### config.mk
export PLATFORM = sky130hd
export DESIGN_NAME = fabric_config_loader
export DESIGN_NICKNAME = d
export VERILOG_FILES = /design/src/rtl/fabric_config_loader.sv
export SDC_FILE = /design/constraint.sdc
export NUM_CORES = 1
export LEC_CHECK = 0
export BUFFER_PORTS_ARGS = -buffer_cell sky130_fd_sc_hd__buf_2
export CORE_AREA = 2 2 86 88
export DETAILED_ROUTE_END_ITERATION = 12
export DIE_AREA = 0 0 88 90
export HOLD_SLACK_MARGIN = 0.05
export MAX_ROUTING_LAYER = met4
export PLACE_DENSITY = 0.74
export SLEW_MARGIN = 10
export SYNTH_ARGS = -nofsm -noshare
export SYNTH_HDL_FRONTEND = slang
export SYNTH_SLANG_ARGS = --single-unit
### constraint.sdc
create_clock -name clk_i -period 2.05 [get_ports clk_i]
set_clock_uncertainty 0.05 [all_clocks]
set_input_delay 0.1025 -clock clk_i [delete_from_list [all_inputs] [get_ports clk_i]]
set_output_delay 0.1025 -clock clk_i [all_outputs]
set_load 0.1 [all_outputs]
### src/rtl/fabric_config_loader.sv
// Bitstream word consumer: finds the sync word, decodes column headers and writes frames
// into the fabric config chain. Optional checksum trailer via FABRIC_CONFIG_LOADER_CHECKSUM_EN.
module fabric_config_loader #(
  parameter int          NUM_COLUMNS        = 16,
  parameter int          MAX_FRAMES_PER_COL = 20,
  parameter logic [31:0] SYNC_WORD          = 32'hFAB0_FAB1,
  parameter logic [31:0] END_WORD           = 32'hFFFF_FFFF,
  localparam int         SEL_W              = (NUM_COLUMNS > 1) ? $clog2(NUM_COLUMNS) : 1,
  localparam int         CNT_W              = $clog2(MAX_FRAMES_PER_COL + 1)
) (
  input  logic                          clk_i,
  input  logic                          rst_ni,
  input  logic                          start_i,
  input  logic [31:0]                   bitstream_data_i,
  input  logic                          bitstream_valid_i,
  input  logic                          busy_i,
  output logic [31:0]                   frame_data_o,
  output logic [SEL_W-1:0]              frame_select_o,
  output logic [MAX_FRAMES_PER_COL-1:0] frame_strobe_o,
  output logic                          done_o,
  output logic                          error_o,
  output logic [2:0]                    dbg_state
);

  typedef enum logic [2:0] {
    S_SEEK_SYNC = 3'd0,
    S_HEADER    = 3'd1,
    S_DATA      = 3'd2,
    S_CHECK     = 3'd3,
    S_DONE      = 3'd4,
    S_ERROR     = 3'd5
  } state_t;

  localparam logic [MAX_FRAMES_PER_COL-1:0] STROBE_ONE = {{(MAX_FRAMES_PER_COL-1){1'b0}}, 1'b1};

  state_t           state_q;
  state_t           state_d;
  logic [CNT_W-1:0] frame_idx;
  logic [CNT_W-1:0] frame_total;
  logic             busy_q;

  // Stream handshake: a word is taken only in the cycle bitstream_valid_i is high; there is no
  // backpressure, so every valid word is consumed at once. start_i in the same cycle drops it.
  logic       word_ok;
  logic       busy_fall;
  logic       is_sync;
  logic       is_end;
  logic [7:0] hdr_marker;
  logic [7:0] hdr_col;
  logic [7:0] hdr_cnt;
  logic       hdr_illegal;
  logic       last_frame;
  logic       in_stream;

  assign word_ok    = bitstream_valid_i && !start_i;
  assign busy_fall  = busy_q && !busy_i;
  assign is_sync    = (bitstream_data_i == SYNC_WORD);
  assign is_end     = (bitstream_data_i == END_WORD);
  assign hdr_marker = bitstream_data_i[31:24];
  assign hdr_col    = bitstream_data_i[23:16];
  assign hdr_cnt    = bitstream_data_i[15:8];
  assign hdr_illegal = (hdr_marker != 8'hA5)
                    || (32'(hdr_col) >= NUM_COLUMNS)
                    || (hdr_cnt == 8'd0)
                    || (32'(hdr_cnt) > MAX_FRAMES_PER_COL);
  assign last_frame = (frame_idx == frame_total - CNT_W'(1));
  assign in_stream  = (state_q == S_HEADER) || (state_q == S_DATA) || (state_q == S_CHECK);

`ifdef FABRIC_CONFIG_LOADER_CHECKSUM_EN
  logic [31:0] xor_q;

  // Running XOR of everything between SYNC and END, compared against the trailing word.
  always_ff @(posedge clk_i or negedge rst_ni) begin
    if (!rst_ni) begin
      xor_q <= '0;
    end else if (word_ok) begin
      if (state_q == S_SEEK_SYNC && is_sync) begin
        xor_q <= '0;
      end else if ((state_q == S_HEADER && !is_end) || state_q == S_DATA) begin
        xor_q <= xor_q ^ bitstream_data_i;
      end
    end
  end
`endif

  always_ff @(posedge clk_i or negedge rst_ni) begin
    if (!rst_ni) begin
      state_q <= S_SEEK_SYNC;
    end else begin
      state_q <= state_d;
    end
  end

  always_comb begin
    state_d = state_q;
    case (state_q)
      S_SEEK_SYNC: begin
        if (word_ok && is_sync) state_d = S_HEADER;
      end
      S_HEADER: begin
        if (word_ok) begin
          if (is_end) begin
`ifdef FABRIC_CONFIG_LOADER_CHECKSUM_EN
            state_d = S_CHECK;
`else
            state_d = S_DONE;
`endif
          end else if (hdr_illegal) begin
            state_d = S_ERROR;
          end else begin
            state_d = S_DATA;
          end
        end
      end
      S_DATA: begin
        if (word_ok && last_frame) state_d = S_HEADER;
      end
      S_CHECK: begin
`ifdef FABRIC_CONFIG_LOADER_CHECKSUM_EN
        if (word_ok) state_d = (bitstream_data_i == xor_q) ? S_DONE : S_ERROR;
`else
        state_d = S_ERROR;
`endif
      end
      S_DONE:  state_d = S_DONE;
      S_ERROR: state_d = S_ERROR;
      default: state_d = S_SEEK_SYNC;
    endcase
    // Controller went idle mid-stream: truncated unless this very word closed the stream.
    if (busy_fall && in_stream
        && (state_d == S_HEADER || state_d == S_DATA || state_d == S_CHECK)) begin
      state_d = S_ERROR;
    end
    if (start_i) state_d = S_SEEK_SYNC;
  end

  always_comb begin
    done_o    = (state_q == S_DONE);
    error_o   = (state_q == S_ERROR);
    dbg_state = state_q;
  end

  always_ff @(posedge clk_i or negedge rst_ni) begin
    if (!rst_ni) begin
      frame_data_o   <= '0;
      frame_select_o <= '0;
      frame_strobe_o <= '0;
      frame_idx      <= '0;
      frame_total    <= '0;
      busy_q         <= 1'b0;
    end else begin
      frame_strobe_o <= '0;
      busy_q         <= busy_i;
      if (word_ok) begin
        case (state_q)
          S_HEADER: begin
            if (!is_end && !hdr_illegal) begin
              frame_select_o <= hdr_col[SEL_W-1:0];
              frame_idx      <= '0;
              frame_total    <= hdr_cnt[CNT_W-1:0];
            end
          end
          S_DATA: begin
            frame_data_o   <= bitstream_data_i;
            frame_strobe_o <= STROBE_ONE << frame_idx;
            frame_idx      <= frame_idx + CNT_W'(1);
          end
          default: ;
        endcase
      end
    end
  end

endmodule

==> results.md, run 1 <==
- XOR/XNOR Fraction of Synth Area: 0.0254
- Total Die Area: 7920 sq um
- Adder and majority cell fraction of the synthesized area: 0.0282
- Final-report max-slew violation count: 0
- Final ANT Viol Nets: 0
- Flop and latch count out of synthesis: 70
- # DRC: 0
- Cell leakage power: 2.30 nW
- Simple-gate share of the synthesized area: 0.282
- TritonCTS clock tree: yes
- Origin of the critical flop-to-flop path: dbg_state[2]
- Clock buffer depth: 2
- Average wire length per cell after detail routing: 15.1 um
- HP Start: bitstream_valid_i
- Fmax: 0.496 GHz
- Synthesized area divided by synthesized cell count: 9.72 sq um
- Met1 capacity usage during global routing: 0.293
- # diodes: 0
- Area of the core: 7020 sq um
- Pin count of the biggest net entering global routing: 50
- Count of flip-flops with a built-in enable after synthesis: 0
- Number of DRC markers after the initial detailed-route iteration: 131
- Design area: 4360 sq um
- Port bufs: 97
- Die outline width: 88 um
- Cell Count, Final, Fillers Out: 561
- Area growth, synth to finish: 40.1%
- Clock-pin slew reported for the worst setup and hold paths after clock tree synthesis: 0.07 ns
- Nature of the critical path endpoint: flop
- Post-synthesis instance total: 320
- Transition time at the pin with the least slew margin: 0.510 ns
- Setup repair after global routing missed its margin: no
- Starting density of the core: 0.443
- Portion of the clock cycle consumed by the worst path in the final layout: 0.983
- Final Hold Viols: 0
- Required @ worst endpoint: 2.22 ns
- Final wirelength: 8450 um
- Standard-cell rows: 31
- Post-CTS setup repair buffer count: 0
- First-pass iteration count of the detailed router: 4
- Inserted Clock Buffers: 9
- Routed via count: 2838
- Clk Tree Root Cell: sky130_fd_sc_hd__clkbuf_8
- Number of filler instances in the final layout: 581
- Unique cell type count in the Yosys netlist: 41
- Global routing usage on met2: 0.363
- Max Fanout on Critical Path: 5
- Fraction of layout instances using a drive strength above 1: 0.312
- Largest family of logic cells by synthesized area: simple AND/OR/NAND/NOR gates
- Final number of setup-violating endpoints: 0
- Final HPWL DP: 5560 um
- Critical Path Max Stage Delay: 0.54 ns
- Slowest CP cell: sky130_fd_sc_hd__or4_4
- Power density of the placed cells: 782 nW/um^2
- Post-Route Setup TNS: 0 ns
- Num ports: 98
- Critical path cell sequence: dlygate4sd3_1 -> buf_2 -> nand4_1 -> or4_4 -> or3_1 -> a31oi_1 -> o311ai_1
- Core utilization of the finished layout: 0.620
- Worst skew pair latency: 0.35 ns
- Routed vias/inst: 5.06
- Met3 Track Usage GR: 0.0404
- CP startpoint: bitstream_data_i[11]
- Htree depth: 3
- Clock sink count: 70
- Area fraction in compound gates after synthesis: 0.0419
- Mux cell area share after synthesis: 0.0254
- First-pass GRT wire length: 13800 um
- Height of the die: 90 um
- Net count of the mapped netlist: 364
- Worst setup SP type: primary input
- Share of async-settable or async-resettable flops after synthesis: 1.00
- Sum of overflow across all layers after global routing: 0
- Setup Slack @ Placement: 0.129 ns
- Global-route layer with the greatest usage: met2
- VDD IR-drop max: 507 uV
- Standard cell area after detailed placement: 3780 sq um
- Sequential-to-total area share from yosys stat: 0.563
- Status: finished, final reports clean
- Final Critical Period: 2.02 ns
- Critical Setup Path Class: primary input to flop
- Data arrival time of the critical path: 2.18 ns
- GRT Util Overall: 0.232
- # Max-Cap Violations: 0
- Via count of the first global-routing pass: 2855
- Yosys synthesis warning count: 0
- Path category of the worst min-delay check: primary input to flop
- Net total in the final layout: 501
- Max_slew headroom: 0.660
- Post-Syn Area: 3110 sq um
- Prevailing post-synth register cell: sky130_fd_sc_hd__dfrtp_1
- Count of placed standard cells including taps: 510
- Min setup slack post-route: 0.0341 ns
- Weighted congestion reported at the end of routability-driven placement: 0.844
- Initial antenna violation count: 0
[synth_stat cells, types with 4 or more instances]
| cell type | instances | area, sq um |
|---|---|---|
| sky130_fd_sc_hd__nand2_1 | 108 | 405 |
| sky130_fd_sc_hd__dfrtp_1 | 70 | 1750 |
| sky130_fd_sc_hd__nor3_1 | 13 | 65.1 |
| sky130_fd_sc_hd__nor4_1 | 13 | 81.3 |
| sky130_fd_sc_hd__clkbuf_1 | 11 | 41.3 |
| sky130_fd_sc_hd__nand4_1 | 10 | 62.6 |
| sky130_fd_sc_hd__nor2_1 | 10 | 37.5 |
| sky130_fd_sc_hd__ha_1 | 7 | 87.6 |
| sky130_fd_sc_hd__inv_1 | 7 | 26.3 |
| sky130_fd_sc_hd__mux2_2 | 7 | 78.8 |
| sky130_fd_sc_hd__nand2b_1 | 5 | 31.3 |
| sky130_fd_sc_hd__xnor2_1 | 5 | 43.8 |
| sky130_fd_sc_hd__and3_1 | 4 | 25.0 |
| sky130_fd_sc_hd__buf_2 | 4 | 20.0 |
| sky130_fd_sc_hd__or3_1 | 4 | 25.0 |
| sky130_fd_sc_hd__xor2_1 | 4 | 35.0 |
[critical path: cells and delay by family]
family	cells	cell delay, ns
simple gates	3	1.05
buf+inv	2	0.72
compound gates	2	0.30
[final cells by class]
type	instances	area, sq um	area share
clock buffers	11	151	0.0348
clock inverters	5	56.3	0.0129
inverters	7	26.3	0.00603
multi-input cells	225	1290	0.297
flip-flops and latches	70	1760	0.404
well taps	99	124	0.0284
repair buffers	144	945	0.217
[what timing repair did]
action,4_1_cts,5_1_grt
resized for setup,0,4
endpoints found under the hold margin,63,0
setup endpoints to repair,0,7
hold buffers,35,0
[worst paths after layout]
check | cells after the start | slack [ns] | to
worst min register to register | 2 | 0.42 | frame_data_o[26]
worst min-delay path | 4 | 0.11 | dbg_state[0]
min in group asynchronous | 2 | 0.21 | frame_strobe_o[2]
worst max-delay path | 7 | 0.03 | dbg_state[0]
worst max register to register | 5 | 0.16 | frame_data_o[31]
max in group asynchronous | 3 | 1.10 | dbg_state[1]
[metal layers]
layer / wire (um) / share of wire
met5: 0 / 0
met4: 231 / 0.027
met3: 566 / 0.067
met2: 4100 / 0.48
met1: 3550 / 0.42
[metrics by stage]
| step | hold WS [ns] | power, mW |
|---|---|---|
| CTS | 0.0901 | 3.42 |
| floorplan | -0.243 | 2.02 |
| finish | 0.106 | 3.41 |
| detailed placement | 0.0407 | 2.22 |
| global placement | 0.0323 | 2.21 |
| global route | 0.110 | 3.53 |
[registers in the layout, indices dropped and copies added (netlist names)]
| signal | cells |
|---|---|
| frame_data_o | 32 |
| dbg_state | 3 |
| frame_select_o | 4 |
| frame_total | 5 |
| busy_q | 1 |
| frame_idx | 5 |
| frame_strobe_o | 20 |
[kinds of logic (layout without fill, tap and decap cells)]
kind of cell | after synthesis | in the layout
AO/OA/AOI/OAI | 19 | 19
buffers and inverters | 25 | 167
multiplexers | 7 | 7
AND/OR/NAND/NOR | 183 | 183
XOR/XNOR | 9 | 9
flip-flops | 70 | 70
adder cells (fa/ha/maj) | 7 | 7
[report_power, final]
part	switching, mW	internal, mW	total (mW)	leakage (nW)
clock	0.523	0.628	1.15	0.106
sequential	0.0469	1.44	1.49	0.925
combinational	0.594	0.169	0.763	1.27
[placed cells by master (no fill, tap or decap), types with 4 or more instances in the layout]
master / netlist / layout
sky130_fd_sc_hd__ha_1: 7 / 7
sky130_fd_sc_hd__buf_4: 0 / 11
sky130_fd_sc_hd__nor4_1: 13 / 12
sky130_fd_sc_hd__or3_1: 4 / 4
sky130_fd_sc_hd__mux2_2: 7 / 5
sky130_fd_sc_hd__inv_1: 7 / 7
sky130_fd_sc_hd__nand2b_1: 5 / 5
sky130_fd_sc_hd__xnor2_1: 5 / 5
sky130_fd_sc_hd__nor2_1: 10 / 10
sky130_fd_sc_hd__buf_2: 4 / 96
sky130_fd_sc_hd__dlygate4sd3_1: 0 / 35
sky130_fd_sc_hd__dfrtp_1: 70 / 67
sky130_fd_sc_hd__nor3_1: 13 / 11
sky130_fd_sc_hd__nand4_1: 10 / 10
sky130_fd_sc_hd__xor2_1: 4 / 4
sky130_fd_sc_hd__clkbuf_8: 0 / 11
sky130_fd_sc_hd__nand2_1: 108 / 108
No activity file was read; power rests on OpenSTA's default activity.
==> run 2, diff against run 1 <==
MAX_ROUTING_LAYER = default   (was met4)
==> run 2 against run 1 <==
  * Non-clock buffer count unchanged
  * Sequential power about the same
  * Routed wire length increased by 0.58%
  * Maximum frequency about the same
  * Worst hold slack got worse by 0.0038 ns
  * Setup slack about the same
  * Die area unchanged
  * Clock power about the same
  * Combinational power about the same
  * Critical endpoint unchanged
==> results.md, run 2 (same netlist as run 1, synthesis figures left out) <==
- Inserted Clock Buffers: 9
- Number of DRC markers after the initial detailed-route iteration: 168
- WHS Path Cells: 4
- CP startpoint: bitstream_data_i[20]
- Max Fanout on Critical Path: 3
- Final number of setup-violating endpoints: 0
- GRT Util Overall: 0.227
- Max_slew headroom: 0.664
- Sum of overflow across all layers after global routing: 0
- Clock sink count: 70
- Final HPWL DP: 5560 um
- Status: finished, final reports clean
- Data arrival time of the critical path: 2.18 ns
- Starting density of the core: 0.443
- FF-to-FF setup slack: 0.16 ns
- Worst setup SP type: primary input
- Nature of the critical path endpoint: flop
- Standard cell area after detailed placement: 3780 sq um
- Path category of the worst min-delay check: primary input to flop
- Standard-cell rows: 31
- Height of the die: 90 um
- Fraction of layout instances using a drive strength above 1: 0.312
- Pin count of the biggest net entering global routing: 50
- Initial antenna violation count: 0
- Via count of the first global-routing pass: 2840
- Most common cell after layout, fill and taps aside: sky130_fd_sc_hd__nand2_1
- Weighted congestion reported at the end of routability-driven placement: 0.831
- Die outline width: 88 um
- Average wire length per cell after detail routing: 15.1 um
- Clk Tree Root Cell: sky130_fd_sc_hd__clkbuf_8
- Num ports: 98
- # Max-Cap Violations: 0
- First-pass GRT wire length: 13800 um
- Final Hold Viols: 0
- Area of the core: 7020 sq um
- Final Critical Period: 2.02 ns
- Net total in the final layout: 501
- Clock-pin slew reported for the worst setup and hold paths after clock tree synthesis: 0.07 ns
- # diodes: 0
- Clock buffer depth: 2
- HP Start: bitstream_valid_i
- Min setup slack post-route: 0.0343 ns
- Area growth, synth to finish: 40.0%
- Worst hold slack across all endpoints: 0.102 ns
- Htree depth: 3
- Setup Slack @ Placement: 0.129 ns
- Registers with the highest flip-flop counts: frame_data_o: 32 flops, frame_strobe_o: 20 flops
- Post-Route Setup TNS: 0 ns
- Fmax: 0.496 GHz
- Final-report max-slew violation count: 0
- Required @ worst endpoint: 2.22 ns
- Routed vias/inst: 5.07
- TritonCTS clock tree: yes
- Critical Setup Path Class: primary input to flop
- Worst reg2reg path endpoint: frame_total[3]
- Total Die Area: 7920 sq um
- VDD IR-drop max: 507 uV
- Final ANT Viol Nets: 0
- Max FFs per register: 32
- Transition time at the pin with the least slew margin: 0.504 ns
- Worst skew pair latency: 0.35 ns
- Final wirelength: 8500 um
- Top library cells by usage in the layout, fill and taps aside: sky130_fd_sc_hd__nand2_1 (108), sky130_fd_sc_hd__buf_2 (97), sky130_fd_sc_hd__dfrtp_1 (67)
- Power density of the placed cells: 782 nW/um^2
- Setup repair after global routing missed its margin: no
- Logic depth of the worst register-to-register path: 5
- Port bufs: 97
- First-pass iteration count of the detailed router: 4
- Origin of the critical flop-to-flop path: dbg_state[1]
- Register name with the most flops: frame_data_o
- Design area: 4350 sq um
- # DRC: 0
- Hold Crit Endpoint: dbg_state[0]
- Portion of the clock cycle consumed by the worst path in the final layout: 0.983
- Core utilization of the finished layout: 0.620
- Routed via count: 2845
- Cell leakage power: 2.30 nW
==> run 2: routing by layer <==
| metal | up-vias | GRT usage | share of wire |
|---|---|---|---|
| met5 | - | 0 | 0 |
| met3 | 26 | 0.0698 | 0.088 |
| met4 | 0 | 0.0782 | 0.029 |
| met1 | 1315 | 0.290 | 0.40 |
| li1 | 1355 | - | - |
| met2 | 149 | 0.361 | 0.48 |
==> run 2: how the worst max path moves through the flow <==
| stage | endpoint | slack (ns) | cells past startpoint |
|---|---|---|---|
| floorplan | frame_select_o[1] | -0.008 | 7 |
| global placement | frame_select_o[0] | 0.15 | 5 |
| detailed placement | frame_total[2] | 0.13 | 5 |
| CTS | frame_total[2] | 0.07 | 7 |
| global route | dbg_state[0] | 0.01 | 7 |
| finish | dbg_state[0] | 0.03 | 7 |
==> run 2: power breakdown <==
part	internal (mW)	switching, mW	leakage [nW]
Clock	0.628	0.523	0.106
Combinational	0.169	0.595	1.27
Sequential	1.44	0.0469	0.925
Total	2.24	1.17	2.30
==> run 2: cell type report <==
class                           instances  area [sq um]
Clock buffer                           11           151
Clock inverter                          5          56.3
Timing Repair Buffer                  144           942
Inverter                                7          26.3
Multi-Input combinational cell        225          1290
Sequential cell                        70          1760
Fill cell                             582          2670
Tap cell                               99           124
==> run 2: through the flow <==
stage / power, mW / cells
2_1_floorplan: 2.02 / 320
3_3_place_gp: 2.21 / 510
3_5_place_dp: 2.22 / 510
4_1_cts: 3.42 / 561
5_1_grt: 3.55 / 561
6_report: 3.41 / 561
==> run 2: worst max-delay path, cell delays in order <==
cell,delay [ns]
sky130_fd_sc_hd__dlygate4sd3_1,0.55
sky130_fd_sc_hd__buf_2,0.16
sky130_fd_sc_hd__nand4_1,0.12
sky130_fd_sc_hd__or4_4,0.56
sky130_fd_sc_hd__or3_1,0.38
sky130_fd_sc_hd__a31oi_1,0.18
sky130_fd_sc_hd__o311ai_1,0.12
==> run 2: timing repair <==
item	in CTS	in global routing
endpoints found under the hold margin	63	0
endpoints found under the setup margin	0	6
buffers inserted	0	0
hold buffers	35	0
resized for setup	0	3
==> run 3, diff against run 2 <==
CAP_MARGIN = 25   (was default)
CTS_BUF_LIST = sky130_fd_sc_hd__clkbuf_16   (was default)
PLACE_DENSITY = 0.81   (was 0.74)
==> run 3 against run 2 <==
  * Sequential cell count stayed put
  * Combinational power is 0.9% higher
  * Global-route usage is 0.98 points higher
  * Largest cell class unchanged
==> results.md, run 3 (same netlist as run 1, synthesis figures left out) <==
- Final number of setup-violating endpoints: 0
- Max FFs per register: 32
- Fmax: 0.494 GHz
- # DRC: 0
- Final wirelength: 8690 um
- Hold Crit Endpoint: dbg_state[1]
- Weighted congestion reported at the end of routability-driven placement: 0.826
- Port bufs: 97
- Total Power: 3.80 mW
- Num ports: 98
- First-pass iteration count of the detailed router: 4
- Cell leakage power: 2.33 nW
- Average wire length per cell after detail routing: 15.6 um
- Setup repair after global routing missed its margin: no
- Core utilization of the finished layout: 0.633
- Max Fanout on Critical Path: 5
- Logic depth of the worst register-to-register path: 5
- Top library cells by usage in the layout, fill and taps aside: sky130_fd_sc_hd__nand2_1 (108), sky130_fd_sc_hd__buf_2 (95), sky130_fd_sc_hd__dfrtp_1 (67)
- Inserted Clock Buffers: 9
- Pin count of the biggest net entering global routing: 71
- Clk Tree Root Cell: sky130_fd_sc_hd__clkbuf_16
- Nature of the critical path endpoint: flop
- Max_slew headroom: 0.662
- Number of DRC markers after the initial detailed-route iteration: 178
- Worst setup SP type: primary input
- Count of placed standard cells including taps: 508
- Area of the core: 7020 sq um
- Via count of the first global-routing pass: 2990
- Register name with the most flops: frame_data_o
- Critical Setup Path Class: primary input to flop
- Fraction of layout instances using a drive strength above 1: 0.312
- Internal power contribution: 2.56 mW
- Worst skew pair latency: 0.33 ns
- Area growth, synth to finish: 42.8%
- Routed via count: 2895
- Cell Count, Final, Fillers Out: 558
- TritonCTS clock tree: yes
- Standard-cell rows: 31
- Power density of the placed cells: 856 nW/um^2
- VDD IR-drop max: 539 uV
- Final HPWL DP: 5470 um
- GRT Util Overall: 0.237
- Starting density of the core: 0.443
- Clock sink count: 70
- Total Die Area: 7920 sq um
- WHS Path Cells: 3
- Portion of the clock cycle consumed by the worst path in the final layout: 0.987
- Sum of overflow across all layers after global routing: 0
- Htree depth: 3
- Final Critical Period: 2.02 ns
- Design area: 4440 sq um
- Registers with the highest flip-flop counts: frame_data_o: 32 flops, frame_strobe_o: 20 flops
- Post-CTS setup repair buffer count: 0
- Initial antenna violation count: 0
- Origin of the critical flop-to-flop path: dbg_state[2]
- Status: finished, final reports clean
- Height of the die: 90 um
- Required @ worst endpoint: 2.20 ns
- Die outline width: 88 um
- First-pass GRT wire length: 14400 um
- # diodes: 0
- Switching part of the total: 0.327
- Routed vias/inst: 5.19
- # Max-Cap Violations: 0
- Final Hold Viols: 0
- Transition time at the pin with the least slew margin: 0.511 ns
- Seq pwr share: 0.392
- Comb pwr share: 0.203
- Worst reg2reg path endpoint: frame_data_o[14]
- Clock buffer depth: 2
- HP Start: start_i
- Final ANT Viol Nets: 0
- Switching pwr: 1.24 mW
- FF-to-FF setup slack: 0.14 ns
- Final-report max-slew violation count: 0
- Clock-pin slew reported for the worst setup and hold paths after clock tree synthesis: 0.06 ns
- Path category of the worst min-delay check: primary input to flop
- Clock share of power: 0.405
- Data arrival time of the critical path: 2.17 ns
- Net total in the final layout: 498
- Standard cell area after detailed placement: 3780 sq um
- Most common cell after layout, fill and taps aside: sky130_fd_sc_hd__nand2_1
## run 3: cell types whose count changed in the layout (fill, tap and decap cells not counted), sizes merged
cell | before | now
dlygate4sd3 | 35 | 34
clkbuf | 11 | 10
clkinv | 2 | 3
buf | 109 | 106
clkinvlp | 1 | 2
## run 3: power groups by stage
stage	sequential (mW)	clock, mW	combinational [mW]
after detailed placement	1.51	0	0.710
after floorplan	1.91	0	0.114
after global routing	1.50	1.63	0.813
after CTS	1.49	1.56	0.760
final	1.49	1.54	0.771
after global placement	1.51	0	0.699
## run 3: critical path, stage by stage
cell and delay [ns]:
sky130_fd_sc_hd__dlygate4sd3_1 0.52, sky130_fd_sc_hd__buf_2 0.18, sky130_fd_sc_hd__nand4_1 0.12, sky130_fd_sc_hd__or4_4 0.54
sky130_fd_sc_hd__or3_1 0.39, sky130_fd_sc_hd__a31oi_1 0.19, sky130_fd_sc_hd__o311ai_1 0.12
## run 3: routing by layer
layer / global-route usage / wire, um / share of wire
met5: 0 / 0 / 0
met2: 0.392 / 4250 / 0.49
met3: 0.0725 / 751 / 0.086
met4: 0.112 / 304 / 0.035
met1: 0.275 / 3380 / 0.39
## run 3: how the worst max path moves through the flow
stage                                    start                end  slack (ns)  depth (start not counted)
final                      bitstream_data_i[9]       dbg_state[0]        0.03                          7
after global placement            dbg_state[2]   frame_data_o[24]        0.23                          5
after detailed placement          dbg_state[2]    frame_data_o[1]        0.17                          5
after global routing       bitstream_data_i[9]  frame_select_o[0]      0.0005                          7
after floorplan                   dbg_state[1]  frame_select_o[1]      -0.008                          7
after CTS                 bitstream_data_i[11]       dbg_state[0]        0.06                          7
## run 3: final cells by class
class | instances | area, sq um
repair buffers | 141 | 931
multi-input cells | 225 | 1300
well taps | 99 | 124
fillers | 555 | 2580
inverters | 7 | 26.3
clock buffers | 9 | 225
clock inverters | 7 | 73.8
flip-flops and latches | 70 | 1760
## run 3: what timing repair did
item / 4_1_cts / 5_1_grt
endpoints found under the hold margin: 109 / 0
gates resized for setup: 0 / 6
endpoints found under the setup margin: 0 / 7
hold buffers: 34 / 0
## run 3: per-stage QoR
| stage | setup TNS (ns) | hold slack (ns) | setup WS (ns) |
|---|---|---|---|
| final | 0 | 0.0838 | 0.0270 |
| after global routing | 0 | 0.0869 | 0.000537 |
| after CTS | 0 | 0.0765 | 0.0640 |
| after detailed placement | 0 | 0.105 | 0.168 |
| after global placement | 0 | 0.0990 | 0.227 |
| after floorplan | -0.0162 | -0.243 | -0.00808 |
